`src/rtl/sparhixcel_pkg.sv`:
```
// ---------------------------------------------------------------------------
// sparhixcel_pkg
// Shared types and helpers for the SparHiXcel host I/O bridge.
//   io_target_e   : load command target (feature / weight / signal / reserved)
//   load_state_e  : load-path FSM states
//   drain_state_e : drain-path FSM states
//   ceil_div      : integer ceiling division used to size line beat counts
//   LINE_W_* / BEATS_* : line widths and beats per line for the default
//                        array geometry (20x20, 8-bit elements, 32-bit host)
// ---------------------------------------------------------------------------
package sparhixcel_pkg;

    typedef enum logic [1:0] {
        TGT_FEAT = 2'd0,
        TGT_WGT  = 2'd1,
        TGT_SIG  = 2'd2,
        TGT_RSVD = 2'd3
    } io_target_e;

    typedef enum logic [1:0] {
        L_IDLE,
        L_COLLECT,
        L_WRITE,
        L_DONE
    } load_state_e;

    typedef enum logic {
        D_IDLE,
        D_SEND
    } drain_state_e;

    function automatic int ceil_div(input int num, input int den);
        return (num + den - 1) / den;
    endfunction

    localparam int DEF_N_ROWS        = 20;
    localparam int DEF_I_WIDTH       = 8;
    localparam int DEF_F_WIDTH       = 8;
    localparam int DEF_ROM_SIG_WIDTH = 180;
    localparam int DEF_HOST_WIDTH    = 32;

    localparam int LINE_W_FEAT = DEF_N_ROWS * DEF_I_WIDTH;
    localparam int LINE_W_WGT  = DEF_N_ROWS * DEF_F_WIDTH;
    localparam int LINE_W_SIG  = DEF_ROM_SIG_WIDTH;

    localparam int BEATS_FEAT = ceil_div(LINE_W_FEAT, DEF_HOST_WIDTH);
    localparam int BEATS_WGT  = ceil_div(LINE_W_WGT, DEF_HOST_WIDTH);
    localparam int BEATS_SIG  = ceil_div(LINE_W_SIG, DEF_HOST_WIDTH);

endpackage

```
`src/rtl/sparhixcel_beat_packer.sv`:
```
// ---------------------------------------------------------------------------
// sparhixcel_beat_packer
// Assembles host payload beats into one memory line. Beat k lands at bits
// [k*HOST_WIDTH +: HOST_WIDTH]; the counter wraps after last_idx_i.
//   clk_i, rst_ni  : clock, synchronous active-low reset
//   clear_i        : restart the beat counter (new command)
//   beat_fire_i    : a beat is transferred this cycle
//   beat_data_i    : beat payload
//   last_idx_i     : index of the final beat of a line for the current target
//   line_o         : line contents including the beat transferred this cycle
//   line_done_o    : the beat transferred this cycle completes the line
// ---------------------------------------------------------------------------
module sparhixcel_beat_packer #(
    parameter int HOST_WIDTH = 32,
    parameter int MAX_BEATS  = 6,
    parameter int CNT_W      = 3
) (
    input  logic                         clk_i,
    input  logic                         rst_ni,
    input  logic                         clear_i,
    input  logic                         beat_fire_i,
    input  logic [HOST_WIDTH-1:0]        beat_data_i,
    input  logic [CNT_W-1:0]             last_idx_i,
    output logic [MAX_BEATS*HOST_WIDTH-1:0] line_o,
    output logic                         line_done_o
);

    localparam int PACK_W = MAX_BEATS * HOST_WIDTH;

    logic [CNT_W-1:0]  cnt_q, cnt_d;
    logic [PACK_W-1:0] line_q, line_d;

    // Stale bits above the current target's line width are left in place;
    // the top masks them off when forming the write data.
    always_comb begin
        cnt_d       = cnt_q;
        line_d      = line_q;
        line_done_o = 1'b0;
        if (clear_i) begin
            cnt_d = '0;
        end else if (beat_fire_i) begin
            line_d[cnt_q*HOST_WIDTH +: HOST_WIDTH] = beat_data_i;
            if (cnt_q == last_idx_i) begin
                cnt_d       = '0;
                line_done_o = 1'b1;
            end else begin
                cnt_d = cnt_q + 1'b1;
            end
        end
    end

    assign line_o = line_d;

    always_ff @(posedge clk_i) begin
        if (!rst_ni) begin
            cnt_q  <= '0;
            line_q <= '0;
        end else begin
            cnt_q  <= cnt_d;
            line_q <= line_d;
        end
    end

endmodule

```
`src/rtl/sparhixcel_io_bridge.sv`:
```
// ---------------------------------------------------------------------------
// sparhixcel_io_bridge
// Host-side I/O bridge for the SparHiXcel accelerator.
// Load path : command (target/base/lines) + HOST_WIDTH beat stream, packed
//             into lines and written with registered strobes, auto-incrementing
//             address, one-cycle load_done_o pulse at the end.
// Drain path: snapshot of all column results on res_capture_i, streamed out
//             over valid/ready for the active column count.
// Ports:
//   clk_i, general_rst_ni            clock, synchronous active-low reset
//   cmd_valid_i/cmd_ready_o          load command handshake
//   cmd_target_i/base_i/lines_i      command fields
//   beat_valid_i/ready_o/data_i      payload beat handshake
//   wr_feat_o/wr_wgt_o/wr_sig_o      memory write strobes
//   wr_addr_o/wr_data_o              write address / packed line
//   load_done_o                      end-of-command pulse
//   n_cols_i, res_capture_i, res_i   drain column count, snapshot strobe, results
//   res_valid_o/ready_i/data_o       result stream handshake and data
//   res_col_o, res_last_o            column index, final-column flag
//   overflow_o                       sticky dropped-capture flag
// ---------------------------------------------------------------------------
module sparhixcel_io_bridge
    import sparhixcel_pkg::*;
#(
    parameter int N_ROWS_ARRAY    = 20,
    parameter int N_COLS_ARRAY    = 20,
    parameter int I_WIDTH         = 8,
    parameter int F_WIDTH         = 8,
    parameter int ROM_SIG_WIDTH   = 180,
    parameter int FEAT_ADDR_WIDTH = 16,
    parameter int SIG_ADDR_WIDTH  = 5,
    parameter int HOST_WIDTH      = 32
) (
    input  logic                                    clk_i,
    input  logic                                    general_rst_ni,
    input  logic                                    cmd_valid_i,
    output logic                                    cmd_ready_o,
    input  logic [1:0]                              cmd_target_i,
    input  logic [FEAT_ADDR_WIDTH-1:0]              cmd_base_i,
    input  logic [FEAT_ADDR_WIDTH-1:0]              cmd_lines_i,
    input  logic                                    beat_valid_i,
    output logic                                    beat_ready_o,
    input  logic [HOST_WIDTH-1:0]                   beat_data_i,
    output logic                                    wr_feat_o,
    output logic                                    wr_wgt_o,
    output logic                                    wr_sig_o,
    output logic [FEAT_ADDR_WIDTH-1:0]              wr_addr_o,
    output logic [ROM_SIG_WIDTH-1:0]                wr_data_o,
    output logic                                    load_done_o,
    input  logic [$clog2(N_COLS_ARRAY+1)-1:0]       n_cols_i,
    input  logic                                    res_capture_i,
    input  logic [N_COLS_ARRAY*(F_WIDTH+I_WIDTH)-1:0] res_i,
    output logic                                    res_valid_o,
    input  logic                                    res_ready_i,
    output logic signed [F_WIDTH+I_WIDTH-1:0]       res_data_o,
    output logic [$clog2(N_COLS_ARRAY)-1:0]         res_col_o,
    output logic                                    res_last_o,
    output logic                                    overflow_o
);

    localparam int LW_FEAT    = N_ROWS_ARRAY * I_WIDTH;
    localparam int LW_WGT     = N_ROWS_ARRAY * F_WIDTH;
    localparam int LW_SIG     = ROM_SIG_WIDTH;
    localparam int NB_FEAT    = ceil_div(LW_FEAT, HOST_WIDTH);
    localparam int NB_WGT     = ceil_div(LW_WGT, HOST_WIDTH);
    localparam int NB_SIG     = ceil_div(LW_SIG, HOST_WIDTH);
    localparam int NB_FW      = (NB_FEAT > NB_WGT) ? NB_FEAT : NB_WGT;
    localparam int NB_MAX     = (NB_FW > NB_SIG) ? NB_FW : NB_SIG;
    localparam int PACK_W     = NB_MAX * HOST_WIDTH;
    localparam int CNT_W      = (NB_MAX > 1) ? $clog2(NB_MAX) : 1;
    localparam int RES_W      = F_WIDTH + I_WIDTH;
    localparam int NC_W       = $clog2(N_COLS_ARRAY + 1);
    localparam int COL_W      = $clog2(N_COLS_ARRAY);

    localparam logic [PACK_W-1:0] MASK_FEAT = {PACK_W{1'b1}} >> (PACK_W - LW_FEAT);
    localparam logic [PACK_W-1:0] MASK_WGT  = {PACK_W{1'b1}} >> (PACK_W - LW_WGT);
    localparam logic [PACK_W-1:0] MASK_SIG  = {PACK_W{1'b1}} >> (PACK_W - LW_SIG);

    // ------------------------------------------------------------------ load
    load_state_e                  lstate_q, lstate_d;
    io_target_e                   target_q, target_d;
    logic [FEAT_ADDR_WIDTH-1:0]   base_q, base_d;
    logic [FEAT_ADDR_WIDTH-1:0]   lines_q, lines_d;
    logic [FEAT_ADDR_WIDTH-1:0]   line_idx_q, line_idx_d;
    logic                         cmd_ready_q, cmd_ready_d;
    logic                         beat_ready_q, beat_ready_d;
    logic                         wr_feat_q, wr_feat_d;
    logic                         wr_wgt_q, wr_wgt_d;
    logic                         wr_sig_q, wr_sig_d;
    logic [FEAT_ADDR_WIDTH-1:0]   wr_addr_q, wr_addr_d;
    logic [ROM_SIG_WIDTH-1:0]     wr_data_q, wr_data_d;
    logic                         load_done_q, load_done_d;

    logic                         cmd_accept;
    logic                         beat_fire;
    logic [CNT_W-1:0]             last_beat_idx;
    logic [PACK_W-1:0]            packed_line;
    logic                         line_done;
    logic [FEAT_ADDR_WIDTH-1:0]   line_addr;
    logic [PACK_W-1:0]            line_mask;

    // Handshakes use the registered ready, so nothing is accepted on the
    // first cycle after reset release.
    assign cmd_accept = cmd_valid_i && cmd_ready_q;
    assign beat_fire  = beat_valid_i && beat_ready_q;

    always_comb begin
        last_beat_idx = CNT_W'(NB_FEAT - 1);
        line_mask     = MASK_FEAT;
        case (target_q)
            TGT_WGT: begin
                last_beat_idx = CNT_W'(NB_WGT - 1);
                line_mask     = MASK_WGT;
            end
            TGT_SIG: begin
                last_beat_idx = CNT_W'(NB_SIG - 1);
                line_mask     = MASK_SIG;
            end
            default: ;
        endcase
    end

    sparhixcel_beat_packer #(
        .HOST_WIDTH (HOST_WIDTH),
        .MAX_BEATS  (NB_MAX),
        .CNT_W      (CNT_W)
    ) u_packer (
        .clk_i       (clk_i),
        .rst_ni      (general_rst_ni),
        .clear_i     (cmd_accept),
        .beat_fire_i (beat_fire),
        .beat_data_i (beat_data_i),
        .last_idx_i  (last_beat_idx),
        .line_o      (packed_line),
        .line_done_o (line_done)
    );

    assign line_addr = base_q + line_idx_q;

    // All load outputs are registered from the next state so strobe, address
    // and data appear together for exactly the L_WRITE cycle.
    always_comb begin
        lstate_d   = lstate_q;
        target_d   = target_q;
        base_d     = base_q;
        lines_d    = lines_q;
        line_idx_d = line_idx_q;
        wr_addr_d  = wr_addr_q;
        wr_data_d  = wr_data_q;
        case (lstate_q)
            L_IDLE: begin
                if (cmd_accept) begin
                    target_d   = io_target_e'(cmd_target_i);
                    base_d     = cmd_base_i;
                    lines_d    = cmd_lines_i;
                    line_idx_d = '0;
                    if (cmd_lines_i == '0 || cmd_target_i == TGT_RSVD) begin
                        lstate_d = L_DONE;
                    end else begin
                        lstate_d = L_COLLECT;
                    end
                end
            end
            L_COLLECT: begin
                if (line_done) begin
                    lstate_d  = L_WRITE;
                    wr_data_d = ROM_SIG_WIDTH'(packed_line & line_mask);
                    if (target_q == TGT_SIG) begin
                        wr_addr_d = {{(FEAT_ADDR_WIDTH-SIG_ADDR_WIDTH){1'b0}},
                                     line_addr[SIG_ADDR_WIDTH-1:0]};
                    end else begin
                        wr_addr_d = line_addr;
                    end
                end
            end
            L_WRITE: begin
                if (line_idx_q == lines_q - FEAT_ADDR_WIDTH'(1)) begin
                    lstate_d = L_DONE;
                end else begin
                    lstate_d   = L_COLLECT;
                    line_idx_d = line_idx_q + FEAT_ADDR_WIDTH'(1);
                end
            end
            default: begin
                lstate_d = L_IDLE;
            end
        endcase
        cmd_ready_d  = (lstate_d == L_IDLE);
        beat_ready_d = (lstate_d == L_COLLECT);
        load_done_d  = (lstate_d == L_DONE);
        wr_feat_d    = (lstate_d == L_WRITE) && (target_d == TGT_FEAT);
        wr_wgt_d     = (lstate_d == L_WRITE) && (target_d == TGT_WGT);
        wr_sig_d     = (lstate_d == L_WRITE) && (target_d == TGT_SIG);
    end

    always_ff @(posedge clk_i) begin
        if (!general_rst_ni) begin
            lstate_q     <= L_IDLE;
            target_q     <= TGT_FEAT;
            base_q       <= '0;
            lines_q      <= '0;
            line_idx_q   <= '0;
            cmd_ready_q  <= 1'b0;
            beat_ready_q <= 1'b0;
            wr_feat_q    <= 1'b0;
            wr_wgt_q     <= 1'b0;
            wr_sig_q     <= 1'b0;
            wr_addr_q    <= '0;
            wr_data_q    <= '0;
            load_done_q  <= 1'b0;
        end else begin
            lstate_q     <= lstate_d;
            target_q     <= target_d;
            base_q       <= base_d;
            lines_q      <= lines_d;
            line_idx_q   <= line_idx_d;
            cmd_ready_q  <= cmd_ready_d;
            beat_ready_q <= beat_ready_d;
            wr_feat_q    <= wr_feat_d;
            wr_wgt_q     <= wr_wgt_d;
            wr_sig_q     <= wr_sig_d;
            wr_addr_q    <= wr_addr_d;
            wr_data_q    <= wr_data_d;
            load_done_q  <= load_done_d;
        end
    end

    assign cmd_ready_o  = cmd_ready_q;
    assign beat_ready_o = beat_ready_q;
    assign wr_feat_o    = wr_feat_q;
    assign wr_wgt_o     = wr_wgt_q;
    assign wr_sig_o     = wr_sig_q;
    assign wr_addr_o    = wr_addr_q;
    assign wr_data_o    = wr_data_q;
    assign load_done_o  = load_done_q;

    // ----------------------------------------------------------------- drain
    drain_state_e                         dstate_q, dstate_d;
    logic [N_COLS_ARRAY-1:0][RES_W-1:0]   snap_q, snap_d;
    logic [COL_W-1:0]                     col_q, col_d;
    logic [COL_W-1:0]                     last_col_q, last_col_d;
    logic                                 overflow_q, overflow_d;

    logic                                 res_fire;
    logic                                 at_last;
    logic [COL_W-1:0]                     eff_last_col;

    // 0 or anything above the array width means "all columns".
    assign eff_last_col = (n_cols_i == '0 || n_cols_i > NC_W'(N_COLS_ARRAY))
                        ? COL_W'(N_COLS_ARRAY - 1)
                        : COL_W'(n_cols_i - NC_W'(1));

    assign res_fire = (dstate_q == D_SEND) && res_ready_i;
    assign at_last  = (col_q == last_col_q);

    // A capture is only taken when idle or on the final handshake, so the
    // burst in flight is never corrupted; any other capture is dropped.
    always_comb begin
        dstate_d   = dstate_q;
        snap_d     = snap_q;
        col_d      = col_q;
        last_col_d = last_col_q;
        overflow_d = overflow_q;
        case (dstate_q)
            D_IDLE: begin
                if (res_capture_i) begin
                    snap_d     = res_i;
                    col_d      = '0;
                    last_col_d = eff_last_col;
                    dstate_d   = D_SEND;
                end
            end
            default: begin
                if (res_fire && at_last) begin
                    if (res_capture_i) begin
                        snap_d     = res_i;
                        col_d      = '0;
                        last_col_d = eff_last_col;
                    end else begin
                        dstate_d = D_IDLE;
                    end
                end else begin
                    if (res_fire) begin
                        col_d = col_q + COL_W'(1);
                    end
                    if (res_capture_i) begin
                        overflow_d = 1'b1;
                    end
                end
            end
        endcase
    end

    always_ff @(posedge clk_i) begin
        if (!general_rst_ni) begin
            dstate_q   <= D_IDLE;
            snap_q     <= '0;
            col_q      <= '0;
            last_col_q <= '0;
            overflow_q <= 1'b0;
        end else begin
            dstate_q   <= dstate_d;
            snap_q     <= snap_d;
            col_q      <= col_d;
            last_col_q <= last_col_d;
            overflow_q <= overflow_d;
        end
    end

    assign res_valid_o = (dstate_q == D_SEND);
    assign res_data_o  = snap_q[col_q];
    assign res_col_o   = col_q;
    assign res_last_o  = (dstate_q == D_SEND) && at_last;
    assign overflow_o  = overflow_q;

endmodule

```
`config.mk`:
```
export PLATFORM = sky130hd
export DESIGN_NAME = sparhixcel_io_bridge
export DESIGN_NICKNAME = d
export VERILOG_FILES = /design/src/rtl/sparhixcel_pkg.sv /design/src/rtl/sparhixcel_beat_packer.sv /design/src/rtl/sparhixcel_io_bridge.sv
export SDC_FILE = /design/constraint.sdc
export NUM_CORES = 2
export LEC_CHECK = 0
export CORE_MARGIN = 2
export CORE_UTILIZATION = 47
export CTS_BUF_LIST = sky130_fd_sc_hd__clkbuf_4 sky130_fd_sc_hd__clkbuf_8 sky130_fd_sc_hd__clkbuf_16
export CTS_CLUSTER_DIAMETER = 120
export CTS_CLUSTER_SIZE = 24
export DETAILED_ROUTE_END_ITERATION = 8
export PLACE_DENSITY = 0.77
export REMOVE_ABC_BUFFERS = 1
export SLEW_MARGIN = 20
export SYNTH_ARGS = -nofsm -noshare
export SYNTH_HDL_FRONTEND = slang
export SYNTH_HIERARCHICAL = 1
export SYNTH_SLANG_ARGS = --single-unit
```
`constraint.sdc`:
```
create_clock -name clk_i -period 3.6 [get_ports clk_i]
set_clock_uncertainty 0.05 [all_clocks]
set_input_delay 0.72 -clock clk_i [delete_from_list [all_inputs] [get_ports clk_i]]
set_output_delay 0.72 -clock clk_i [all_outputs]
set_load 0.01 [all_outputs]
```
==> impl_metrics.env <==
export IMPL_status="completed"
export IMPL_critPathMaxFanout=11
export IMPL_critical_path_startpoint_type="flop"
export IMPL_cts_root_buffer_cell="clkbuf_16"
export IMPL_cts_made_buffers=38
export IMPL_critPathCapture="res_data_o[5]"
export IMPL_cp_cell_sequence="buf_12 -> buf_16 -> mux4_2 -> mux4_2 -> inv_1 -> o22ai_1 -> clkdlybuf4s15_1"
export IMPL_avgSynthCellArea_um2=8.25
export IMPL_power_per_cell_area_nw_per_um2=364
export IMPL_slew_limit_headroom=0.396
export IMPL_layout_drive_gt1_share=0.0816
export IMPL_drv_slew=0
export IMPL_groute_usage_overall=0.263
export IMPL_cts_htree_levels=2
export IMPL_drv_cap=0
export IMPL_cts_tree="done"
export IMPL_timing_critical_path_buf_inv=4
export IMPL_cts_sinks=769
export IMPL_hold_path_class="reg -> reg"
export IMPL_library_cell_contributing_the_largest_single_delay_on_the_critical_path="mux4_2"
export IMPL_via_count_of_the_first_global_routing_pass=28773
export IMPL_critPathMaxStageDelay_ns=0.50
export IMPL_grt_overflow_total=0
export IMPL_setup_viol=0
export IMPL_worst_ep_arrival_time_ns=2.75
export IMPL_die_y_extent_um=277
export IMPL_floorplan_die_area_um2=76600
export IMPL_clock_latency_on_the_worst_skew_pair_ns=0.59
export IMPL_worstSetupEndpointType="output pin"
export IMPL_min_period_over_period=0.978
export IMPL_pin_count_of_the_biggest_net_entering_global_routing=155
export IMPL_post_route_hold_slack_ns=0.407
export IMPL_reg_to_reg_critical_path_endpoint="wr_addr_o[15]$_SDFFE_PN0P_"
export IMPL_placedCellCount=5540
export IMPL_worstRegToRegCells=9
export IMPL_core_rowCount=99
export IMPL_critical_path_class="reg -> out"
export IMPL_least_setup_slack_across_all_paths_after_layout_ns=0.0784
export IMPL_postRouteAntennaNets=0
export IMPL_hold_violations=0
export IMPL_path_common_cell="mux4_2"
export IMPL_crit_required_ns=2.83
export IMPL_cp_depth=7
export IMPL_crit_path_start="res_col_o[0]$_SDFFE_PN0P_"
export IMPL_peakVddDrop_v=0.000288
export IMPL_layout_cell_area_non_filler_um2=43400
export IMPL_layoutNonFillerInstCount=5627
export IMPL_timing_final_crit_period_ns=3.52
export IMPL_detailedRoute_firstPassIterationCount=5
export IMPL_grt_setup_unrepaired="no"
export IMPL_setup_total_negative_slack_ns=0
export IMPL_cp_top_family="multiplexers"
export IMPL_reg2reg_setup_slack_ns=0.49
export IMPL_drc_errors=0
export IMPL_detailedRoute_firstIterationViolations=2404
export IMPL_design_core_area_um2=73300
export IMPL_grt_first_pass_wirelength_um=162000
export IMPL_clock_transition_at_the_register_clock_pins_on_the_worst_setup_and_hold_paths_after_cts_ns=0.09
export IMPL_avgViaCountPerCell=5.49
export IMPL_final_core_utilization=0.592
export IMPL_finalWeightedCongestion=0.922
export IMPL_wl_per_cell_um=18.9
export IMPL_post_synth_inst_count=4236
export IMPL_netlist_area_before_placement_um2=34900
export IMPL_routed_wire_length_um=106000
export IMPL_holdPathStages=2
export IMPL_post_cts_hold_buffer_count=0
export IMPL_maximum_buffer_depth_of_the_clock_tree=3
export IMPL_dpl_cell_area_um2=42100
export IMPL_boundaryPins=623
export IMPL_start_util=0.477
export IMPL_finish_net_count=5067
export IMPL_timing_rr_start="line_idx_q[1]$_SDFFE_PN0P_"
export IMPL_yosysWarningCount=6
export IMPL_syn_to_final_growth_pct=24.3
export IMPL_dp_slack_ns=0.247
export IMPL_power_mw=15.8
export IMPL_max_freq_mhz=284
export IMPL_leak_pwr_nw=16.8
export IMPL_die_extent_in_x_um=277
export IMPL_timing_worst_slew_pin_value_ns=0.906
export IMPL_io_buffer_count=622
export IMPL_dr_total_vias=30875
export IMPL_grt_antenna_before_repair=28
export IMPL_dp_hpwl_um=74200
[worst register-to-register path: stages, from the launching register on]
cell and delay, ns:
dfxtp_1 0.46, ha_1 0.29, a211o_1 0.35, a2111oi_0 0.40
o21ai_0 0.24, o31a_1 0.31, a31o_2 0.27, a31oi_1 0.27
nor4_1 0.10, a211o_1 0.27
[per-layer routing]
metal	up-vias	track usage	wire [µm]
met5	-	0	97
met4	14	0.126	4770
met3	232	0.0391	6450
met2	1011	0.429	50900
met1	14764	0.342	44100
li1	14854	-	-
[how the worst min path moves through the flow]
stage / from / endpoint
finish: snap_q[35]$_SDFFE_PN0P_ / snap_q[35]$_SDFFE_PN0P_
global placement: snap_q[290]$_SDFFE_PN0P_ / snap_q[290]$_SDFFE_PN0P_
floorplan: u_packer/line_q[32]$_SDFF_PN0_ / u_packer/line_q[32]$_SDFF_PN0_
detailed placement: snap_q[312]$_SDFFE_PN0P_ / snap_q[312]$_SDFFE_PN0P_
global route: snap_q[309]$_SDFFE_PN0P_ / snap_q[309]$_SDFFE_PN0P_
CTS: snap_q[312]$_SDFFE_PN0P_ / snap_q[312]$_SDFFE_PN0P_
[power breakdown]
| part | switching (mW) | internal [mW] | leakage [nW] | total (mW) |
|---|---|---|---|---|
| Clock | 2.82 | 2.02 | 0.518 | 4.85 |
| Sequential | 0.181 | 8.76 | 6.25 | 8.94 |
| Combinational | 1.04 | 0.961 | 10.1 | 2.00 |
| Total | 4.04 | 11.7 | 16.8 | 15.8 |
[flip-flops by register name, summed over array words and instances, names as in the netlist, 2 cells and up]
register and count:
snap_q 320, u_packer/line_q 180, wr_data_o 180, base_q 16
line_idx_q 16, lines_q 16, wr_addr_o 16, last_col_q 5
res_col_o 5, u_packer/cnt_q 3, lstate_q 2, target_q 2
[layout make-up]
cell class              count  area, µm²
repair buffers            726       7500
diodes                     22       55.1
clock buffers              40       1000
clock inverters             4       57.6
fillers                  6449      29900
multi-input cells        2958      17600
inverters                 149        567
flip-flops and latches    769      15400
well taps                 959       1200
[layout by cell type, fill, tap and decap left out, types with 21 or more instances in the layout]
cell	count
a21oi_1	568
and3_1	21
buf_12	36
buf_4	62
clkbuf_16	41
clkdlybuf4s50_1	605
dfxtp_1	766
diode_2	22
ha_1	27
inv_1	145
mux2_2	57
mux2_4	28
mux2i_1	282
mux4_2	96
nand2_1	1419
nand3_1	144
nor2_1	55
xor2_1	24
[timing repair]
item                                    in CTS  in global routing
endpoints found under the setup margin      17                 12
gates resized for setup                     57                 11
buffers inserted                            15                  3
cloned                                       3                  1
pin swaps                                    0                  1
No activity file was read; power rests on OpenSTA's default activity.
